[src/rtl/seq_matrix_multiplier.sv]
// rtl/seq_matrix_multiplier.sv - sequential NxN unsigned matrix multiplier, C = A*B or C += A*B
// Each A*B element product is built bit-serially, one partial product per clock.
module seq_matrix_multiplier #(
  parameter int N  = 3,
  parameter int DW = 16,
  parameter int IW = ($clog2(N) > 1) ? $clog2(N) : 1,
  parameter int CW = 2*DW + $clog2(N)
) (
  input  logic          clk,
  input  logic          rst,
  input  logic          wr_en,
  input  logic          wr_sel,
  input  logic [IW-1:0] wr_row,
  input  logic [IW-1:0] wr_col,
  input  logic [DW-1:0] wr_data,
  input  logic          start,
  input  logic          acc_mode,
  output logic          busy,
  output logic          done,
  input  logic [IW-1:0] rd_row,
  input  logic [IW-1:0] rd_col,
  output logic [CW-1:0] rd_data
);

  localparam int BW = (DW > 1) ? $clog2(DW) : 1;
  localparam int PW = 2*DW;
  localparam logic [IW:0]   N_EXT    = (IW+1)'(N);
  localparam logic [IW-1:0] IDX_LAST = IW'(N-1);
  localparam logic [BW-1:0] BIT_LAST = BW'(DW-1);

  typedef enum logic [1:0] {S_IDLE, S_MUL, S_ACC, S_DONE} state_t;

  state_t state_q, state_d;

  logic [DW-1:0] a_mem_q [N][N];
  logic [DW-1:0] a_mem_d [N][N];
  logic [DW-1:0] b_mem_q [N][N];
  logic [DW-1:0] b_mem_d [N][N];
  logic [CW-1:0] c_mem_q [N][N];
  logic [CW-1:0] c_mem_d [N][N];

  logic [PW-1:0] prod_q, prod_d;
  logic [IW-1:0] i_q, i_d, j_q, j_d, k_q, k_d;
  logic [BW-1:0] bit_q, bit_d;
  logic          acc_q, acc_d;
  logic [CW-1:0] rd_data_q, rd_data_d;

  logic wr_ok, rd_ok;
  logic i_last, j_last, k_last, bit_last, all_last;

  assign wr_ok    = wr_en && (state_q == S_IDLE) &&
                    ({1'b0, wr_row} < N_EXT) && ({1'b0, wr_col} < N_EXT);
  assign rd_ok    = ({1'b0, rd_row} < N_EXT) && ({1'b0, rd_col} < N_EXT);
  assign i_last   = (i_q == IDX_LAST);
  assign j_last   = (j_q == IDX_LAST);
  assign k_last   = (k_q == IDX_LAST);
  assign bit_last = (bit_q == BIT_LAST);
  assign all_last = i_last && j_last && k_last;

  always_ff @(posedge clk or posedge rst) begin
    if (rst) begin
      state_q <= S_IDLE;
    end else begin
      state_q <= state_d;
    end
  end

  always_comb begin
    state_d = state_q;
    case (state_q)
      S_IDLE:  if (start) state_d = S_MUL;
      S_MUL:   if (bit_last) state_d = S_ACC;
      S_ACC:   state_d = all_last ? S_DONE : S_MUL;
      S_DONE:  state_d = S_IDLE;
      default: state_d = S_IDLE;
    endcase
  end

  always_comb begin
    busy = (state_q == S_MUL) || (state_q == S_ACC);
    done = (state_q == S_DONE);
  end

  always_comb begin
    a_mem_d   = a_mem_q;
    b_mem_d   = b_mem_q;
    c_mem_d   = c_mem_q;
    prod_d    = prod_q;
    i_d       = i_q;
    j_d       = j_q;
    k_d       = k_q;
    bit_d     = bit_q;
    acc_d     = acc_q;
    rd_data_d = rd_ok ? c_mem_q[rd_row][rd_col] : '0;

    if (wr_ok) begin
      if (wr_sel) b_mem_d[wr_row][wr_col] = wr_data;
      else        a_mem_d[wr_row][wr_col] = wr_data;
    end

    case (state_q)
      S_IDLE: begin
        if (start) begin
          acc_d  = acc_mode;
          i_d    = '0;
          j_d    = '0;
          k_d    = '0;
          bit_d  = '0;
          prod_d = '0;
        end
      end
      S_MUL: begin
        if (a_mem_q[i_q][k_q][bit_q]) begin
          prod_d = prod_q + (PW'(b_mem_q[k_q][j_q]) << bit_q);
        end
        bit_d = bit_last ? '0 : bit_q + BW'(1);
      end
      S_ACC: begin
        // The first k term overwrites C unless this run accumulates onto old C.
        if ((k_q == '0) && !acc_q) begin
          c_mem_d[i_q][j_q] = CW'(prod_q);
        end else begin
          c_mem_d[i_q][j_q] = c_mem_q[i_q][j_q] + CW'(prod_q);
        end
        prod_d = '0;
        bit_d  = '0;
        if (!k_last) begin
          k_d = k_q + IW'(1);
        end else begin
          k_d = '0;
          if (!j_last) begin
            j_d = j_q + IW'(1);
          end else begin
            j_d = '0;
            i_d = i_last ? '0 : i_q + IW'(1);
          end
        end
      end
      default: ;
    endcase
  end

  always_ff @(posedge clk or posedge rst) begin
    if (rst) begin
      for (int r = 0; r < N; r++) begin
        for (int c = 0; c < N; c++) begin
          a_mem_q[r][c] <= '0;
          b_mem_q[r][c] <= '0;
          c_mem_q[r][c] <= '0;
        end
      end
      prod_q    <= '0;
      i_q       <= '0;
      j_q       <= '0;
      k_q       <= '0;
      bit_q     <= '0;
      acc_q     <= 1'b0;
      rd_data_q <= '0;
    end else begin
      a_mem_q   <= a_mem_d;
      b_mem_q   <= b_mem_d;
      c_mem_q   <= c_mem_d;
      prod_q    <= prod_d;
      i_q       <= i_d;
      j_q       <= j_d;
      k_q       <= k_d;
      bit_q     <= bit_d;
      acc_q     <= acc_d;
      rd_data_q <= rd_data_d;
    end
  end

  assign rd_data = rd_data_q;

endmodule
[config.mk]
export PLATFORM = sky130hd
export DESIGN_NAME = seq_matrix_multiplier
export DESIGN_NICKNAME = d
export VERILOG_FILES = /design/src/rtl/seq_matrix_multiplier.sv
export SDC_FILE = /design/constraint.sdc
export NUM_CORES = 2
export LEC_CHECK = 0
export ABC_AREA = 1
export CORE_MARGIN = 1.5
export CORE_UTILIZATION = 45
export CTS_BUF_LIST = sky130_fd_sc_hd__clkbuf_8
export DETAILED_ROUTE_END_ITERATION = 12
export PLACE_DENSITY_LB_ADDON = 0.3
export SLEW_MARGIN = 10
export SYNTH_ARGS = -nofsm -noshare
export SYNTH_HDL_FRONTEND = slang
export SYNTH_SLANG_ARGS = --single-unit
[constraint.sdc]
create_clock -name clk -period 21.2 [get_ports clk]
set_input_delay 4.24 -clock clk [delete_from_list [all_inputs] [get_ports clk]]
set_output_delay 4.24 -clock clk [all_outputs]
set_load 0.05 [all_outputs]
Word-level counts from Yosys, hierarchy flattened --
Cells that the tools add are included.
Storage, ports and cells: register bits 673, bits in latches 0, memory bits (writable) 0, ROM bits 0, bits of input ports 30, output and inout bits 36, logic and storage cells 164, memories 0
Cells by class: add/sub/neg operators 6, multiply operators 0, divide/modulo/power cells 0, magnitude comparators 16, eq/ne operators 12, shift-type cells 1, muxes and demuxes 60, bitwise operators 8, reduce and logical (&&, ||, !) cells 26
Operators with widths (count):
- 306-bit bitwise mux | 2
- 102-bit 2-to-1 mux | 5
- 102-bit binary-select mux with 2-bit select | 2
- 306-bit 2-to-1 mux | 1
- 144-bit bitwise mux | 2
- 48-bit 2-to-1 mux | 5
- 102-bit demux with 2-bit select | 1
- 34-bit 2-to-1 mux | 6
- 48-bit binary-select mux with 2-bit select | 2
- 34-bit binary-select mux with 2-bit select | 2
- 48-bit demux with 2-bit select | 1
- 32-bit one-hot mux with 3 select lines | 1
- 16-bit 2-to-1 mux | 5
- 34-bit demux with 2-bit select | 1
- 16-bit binary-select mux with 2-bit select | 2
- 32-bit 2-to-1 mux | 2
- 34-bit by 32-bit adder with 34-bit output | 1
- 32-bit adder | 1
- 16-bit demux with 2-bit select | 1
- 16-bit by 4-bit left shift with 32-bit output | 1
- 3-bit >= comparator, second input constant | 7
- 2-bit NOT with 3-bit output | 7
- 2-bit 2-to-1 mux | 10
- 3-bit by 1-bit less-than comparator with 1-bit output, second input constant | 4
- other kinds (25) | 57

Logic depth before layout (Yosys ltp) --
depth in word-level cells 11, depth in mapped cells 30

Worst setup path before layout --
Ideal clock, no wire load.
path type input to register, start point input port rd_row[1], end point register rd_data_q[17], in the netlist rd_data[17], data arrival time 5.448 ns, data required time 21.096 ns, setup slack 15.648 ns, cell stages on the path 6, buffers on the path 3, path through inv_1 buf_2 buf_1 buf_1 o221ai_1 a221oi_1
Between the ends: longest elaborated chain between the ends 8
RTL lines:
- start: declaration | RTL line 20 | input logic [IW-1:0] rd_row,
- 2-bit NOT with 3-bit output (implied by the code) | RTL line 94 | rd_data_d = rd_ok ? c_mem_q[rd_row][rd_col] : '0;
- 102-bit binary-select mux with 2-bit select | RTL line 94
- 102-bit 2-to-1 mux (implied by the code) (2 in a row) | RTL line 94
- 34-bit binary-select mux with 2-bit select | RTL line 94
- 34-bit 2-to-1 mux (implied by the code) (2 in a row) | RTL line 94
- 34-bit 2-to-1 mux * | RTL line 94
- named net rd_data_d[17] | RTL line 46 | logic [CW-1:0] rd_data_q, rd_data_d;
- end signal: assignment | RTL line 169 | rd_data_q <= rd_data_d;
- end: declaration | RTL line 46
The timed path passes the listed nets; every way through them passes the cells marked *. The select of a mux whose other input is x is not followed. A chain may end at the register's enable or synchronous reset.

==> results.json <==
{
  "share_of_the_synthesized_area_in_the_top_cell_type_pct": 45.0,
  "synth_nets": 5206,
  "die_y_um": 291,
  "clock_sinks": 673,
  "fin_setup_tns_ns": 0,
  "path_type_of_the_worst_setup_path": "input port to asynchronous set/reset pin",
  "dr_total_vias": 35800,
  "data_arrival_time_at_the_worst_slack_endpoint_ns": 7.96,
  "dr_vias_cell": 5.79,
  "synth_enable_flop_cells": 0,
  "grt_overflow": 0,
  "max-cap-violations": 0,
  "worst-r2r-setup-slack_ns": 14.79,
  "timing_worst_slew_pin_value_ns": 1.29,
  "clk_root_buffer_cell": "sky130_fd_sc_hd__clkbuf_8",
  "chipWidth_um": 291,
  "maximum_number_of_pins_on_one_net_before_global_route_repair": 115,
  "worstReg2RegEnd": "c_mem_q[168]",
  "gr-usage-all-layers_pct": 29.8,
  "worstHoldEndpoint": "c_mem_q[135]",
  "dp_hpwl_um": 78100,
  "clk_path_buf_depth": 3,
  "grt_pass1_wl_um": 198000,
  "synth_area_leader_cell": "sky130_fd_sc_hd__dfrtp_1",
  "result_of_the_run": "completed",
  "syn_area_mm2": 0.0374,
  "number_of_standard_cell_rows_in_the_floorplan": 105,
  "worst_setup_path_end_kind": "asynchronous set/reset pin",
  "fmaxAchievable_ghz": 0.139,
  "yosysMostFrequentCell": "sky130_fd_sc_hd__nand2_1",
  "route.detailed.drc": 0,
  "final_hold_viol_count": 0,
  "holdCritStartpoint": "c_mem_q[135]",
  "route.final.wire_length_um": 127000,
  "drt-wirelength-per-cell_um": 20.5,
  "period_needed_ns": 7.20,
  "skew_final_ns": 0.0449,
  "setup_viol_count_final": 0,
  "cts_bufs_inserted": 112,
  "worst_setup_hold_path_clk_slew_ns": 0.05,
  "tritoncts": "done",
  "finalCritPeriodShare_pct": 34.0,
  "source_of_the_critical_timing_path": "rst",
  "placed_cell_areas_mm2": 0.0385,
  "first_iter_violations": 3948,
  "first_global_vias": 34100,
  "yosys.cell_types.count": 58,
  "design.core.area_mm2": 0.0822,
  "power.ir.vdd_worst_uv": 88.7,
  "buffer_ports.inserted": 65,
  "num-nets-final": 5124,
  "postSynthCellCount": 5106,
  "p_per_area_mw_per_mm2": 113,
  "final-max-slew-violation-count": 0,
  "cts_hold_repair.buffers": 0,
  "synth_top_cells_by_count": "sky130_fd_sc_hd__nand2_1 (1809), sky130_fd_sc_hd__dfrtp_1 (673), sky130_fd_sc_hd__o21ai_0 (559)",
  "routabilityCongestion": 0.994,
  "category_of_the_worst_setup_path_launch_point": "input port",
  "leakagePower_nw": 19.7,
  "critical_path.reg2reg.startpoint": "i_q[1]",
  "postRouteAntennaNets": 0,
  "reg2reg_depth": 21,
  "worst_slew_margin_rel_pct": 13.8,
  "initial_core_util_pct": 45.5,
  "hold_depth": 2,
  "post_route_standard_cell_area_excluding_fillers_mm2": 0.0409,
  "rsz_0062_raised_after_global_routing": "false",
  "ys_ff_latch": 673,
  "seq_area_frac_synth_pct": 45.0,
  "synthesis_warnings": 0,
  "largest_cells_by_area_after_synthesis": "sky130_fd_sc_hd__dfrtp_1 (45%), sky130_fd_sc_hd__nand2_1 (18%), sky130_fd_sc_hd__o21ai_0 (7.5%)",
  "io-pin-count": 66,
  "grt_antenna_before_repair": 1,
  "dominant_synthesized_flop_cell": "sky130_fd_sc_hd__dfrtp_1",
  "critPathMaxFanout": 73,
  "timing.hold.worst.class": "flop to flop",
  "ctsHtreeMaxLevel": 3,
  "firstDrtPassIters": 8,
  "cts-resized-gates": 0,
  "cts_post_setup_buffers_inserted": 0,
  "clk-insertion-delay-late_ns": 0.78,
  "layout-area-overhead-vs-synth_pct": 9.38,
  "timing.critical_path.required_ns": 21.96,
  "synth_area_per_cell_um2": 7.33,
  "floorplan.die_area_mm2": 0.0849,
  "ys_async_sr_fraction_pct": 100,
  "drive_above_1_share_pct": 5.68
}
-- worst max-delay path by stage --
stage | to | slack, ns
after floorplan | a_mem_q[0] | 7.76
after global placement | c_mem_q[199] | 13.10
after detailed placement | c_mem_q[186] | 13.13
after CTS | c_mem_q[186] | 13.91
after global routing | c_mem_q[223] | 13.49
final | c_mem_q[186] | 14.00
-- final cells by class --
| cell class | instances | area [um2] |
|---|---|---|
| Inverter | 311 | 1180 |
| Tap cell | 1070 | 1340 |
| Timing Repair Buffer | 126 | 1110 |
| Fill cell | 8179 | 41300 |
| Antenna cell | 4 | 10.0 |
| Multi-Input combinational cell | 3800 | 18100 |
| Sequential cell | 673 | 16800 |
| Clock inverter | 54 | 368 |
| Clock buffer | 144 | 1980 |
-- where the power goes --
group / switching, mW / internal, mW / leakage, nW
Combinational: 1.24 / 0.475 / 9.18
Clock: 0.558 / 0.656 / 1.34
Sequential: 0.180 / 1.53 / 9.18
Total: 1.98 / 2.67 / 19.7
-- flip-flops by register name, indices dropped and copies added, names as in the netlist, 2 cells and up --
signal and cells:
c_mem_q 306, b_mem_q 144, k_q 2, i_q 2, state_q 2, rd_data 34
a_mem_q 144, bit_q 4, prod_q 32, j_q 2
-- cells in the final DEF, fill, tap and decap left out, drive strengths merged, types with 24 or more instances in the layout --
cell type / n
o21ai: 590
a221oi: 24
a22oi: 32
inv: 342
buf: 64
nor2: 239
dfrtp: 673
clkbuf: 144
a21oi: 183
o221ai: 58
ha: 68
nand2: 1811
nand4: 35
o22ai: 60
clkdlybuf4s50: 62
nand3: 532
-- critical path: stages --
cell and delay, ns:
sky130_fd_sc_hd__clkdlybuf4s50_1 0.44, sky130_fd_sc_hd__clkinvlp_4 0.08, sky130_fd_sc_hd__buf_4 0.56, sky130_fd_sc_hd__buf_4 0.81
sky130_fd_sc_hd__buf_4 0.87, sky130_fd_sc_hd__buf_4 0.80
-- logic make-up after synthesis --
family / synth area share (%)
flip-flops: 45.0
AO/OA/AOI/OAI: 15.8
buffers and inverters: 6.78
adder cells (fa/ha/maj): 2.38
XOR/XNOR: 0.679
multiplexers: 0.0569
AND/OR/NAND/NOR: 29.3
-- metal layers --
layer	share of wire, %	track usage (%)	vias up	wire [um]
li1	-	-	16800	-
met1	42	39.4	17000	52700
met2	46	48.5	1683	58200
met3	8.6	5.16	355	10900
met4	4.0	11.8	0	5090
met5	0	0	-	0
-- per-stage QoR --
| step | total power, mW | setup WS, ns | hold slack [ns] | utilization (%) | std cells |
|---|---|---|---|---|---|
| after floorplan | 2.88 | 7.76 | 0.449 | - | 5106 |
| after global placement | 3.39 | 13.10 | 0.463 | 46.9 | 5980 |
| after detailed placement | 3.41 | 13.13 | 0.466 | 46.9 | 5980 |
| after CTS | 4.63 | 13.91 | 0.483 | 49.7 | 6178 |
| after global routing | 4.91 | 13.49 | 0.500 | 49.7 | 6182 |
| final | 4.64 | 14.00 | 0.482 | 49.7 | 6182 |
Power figures use the tool's default switching activity.
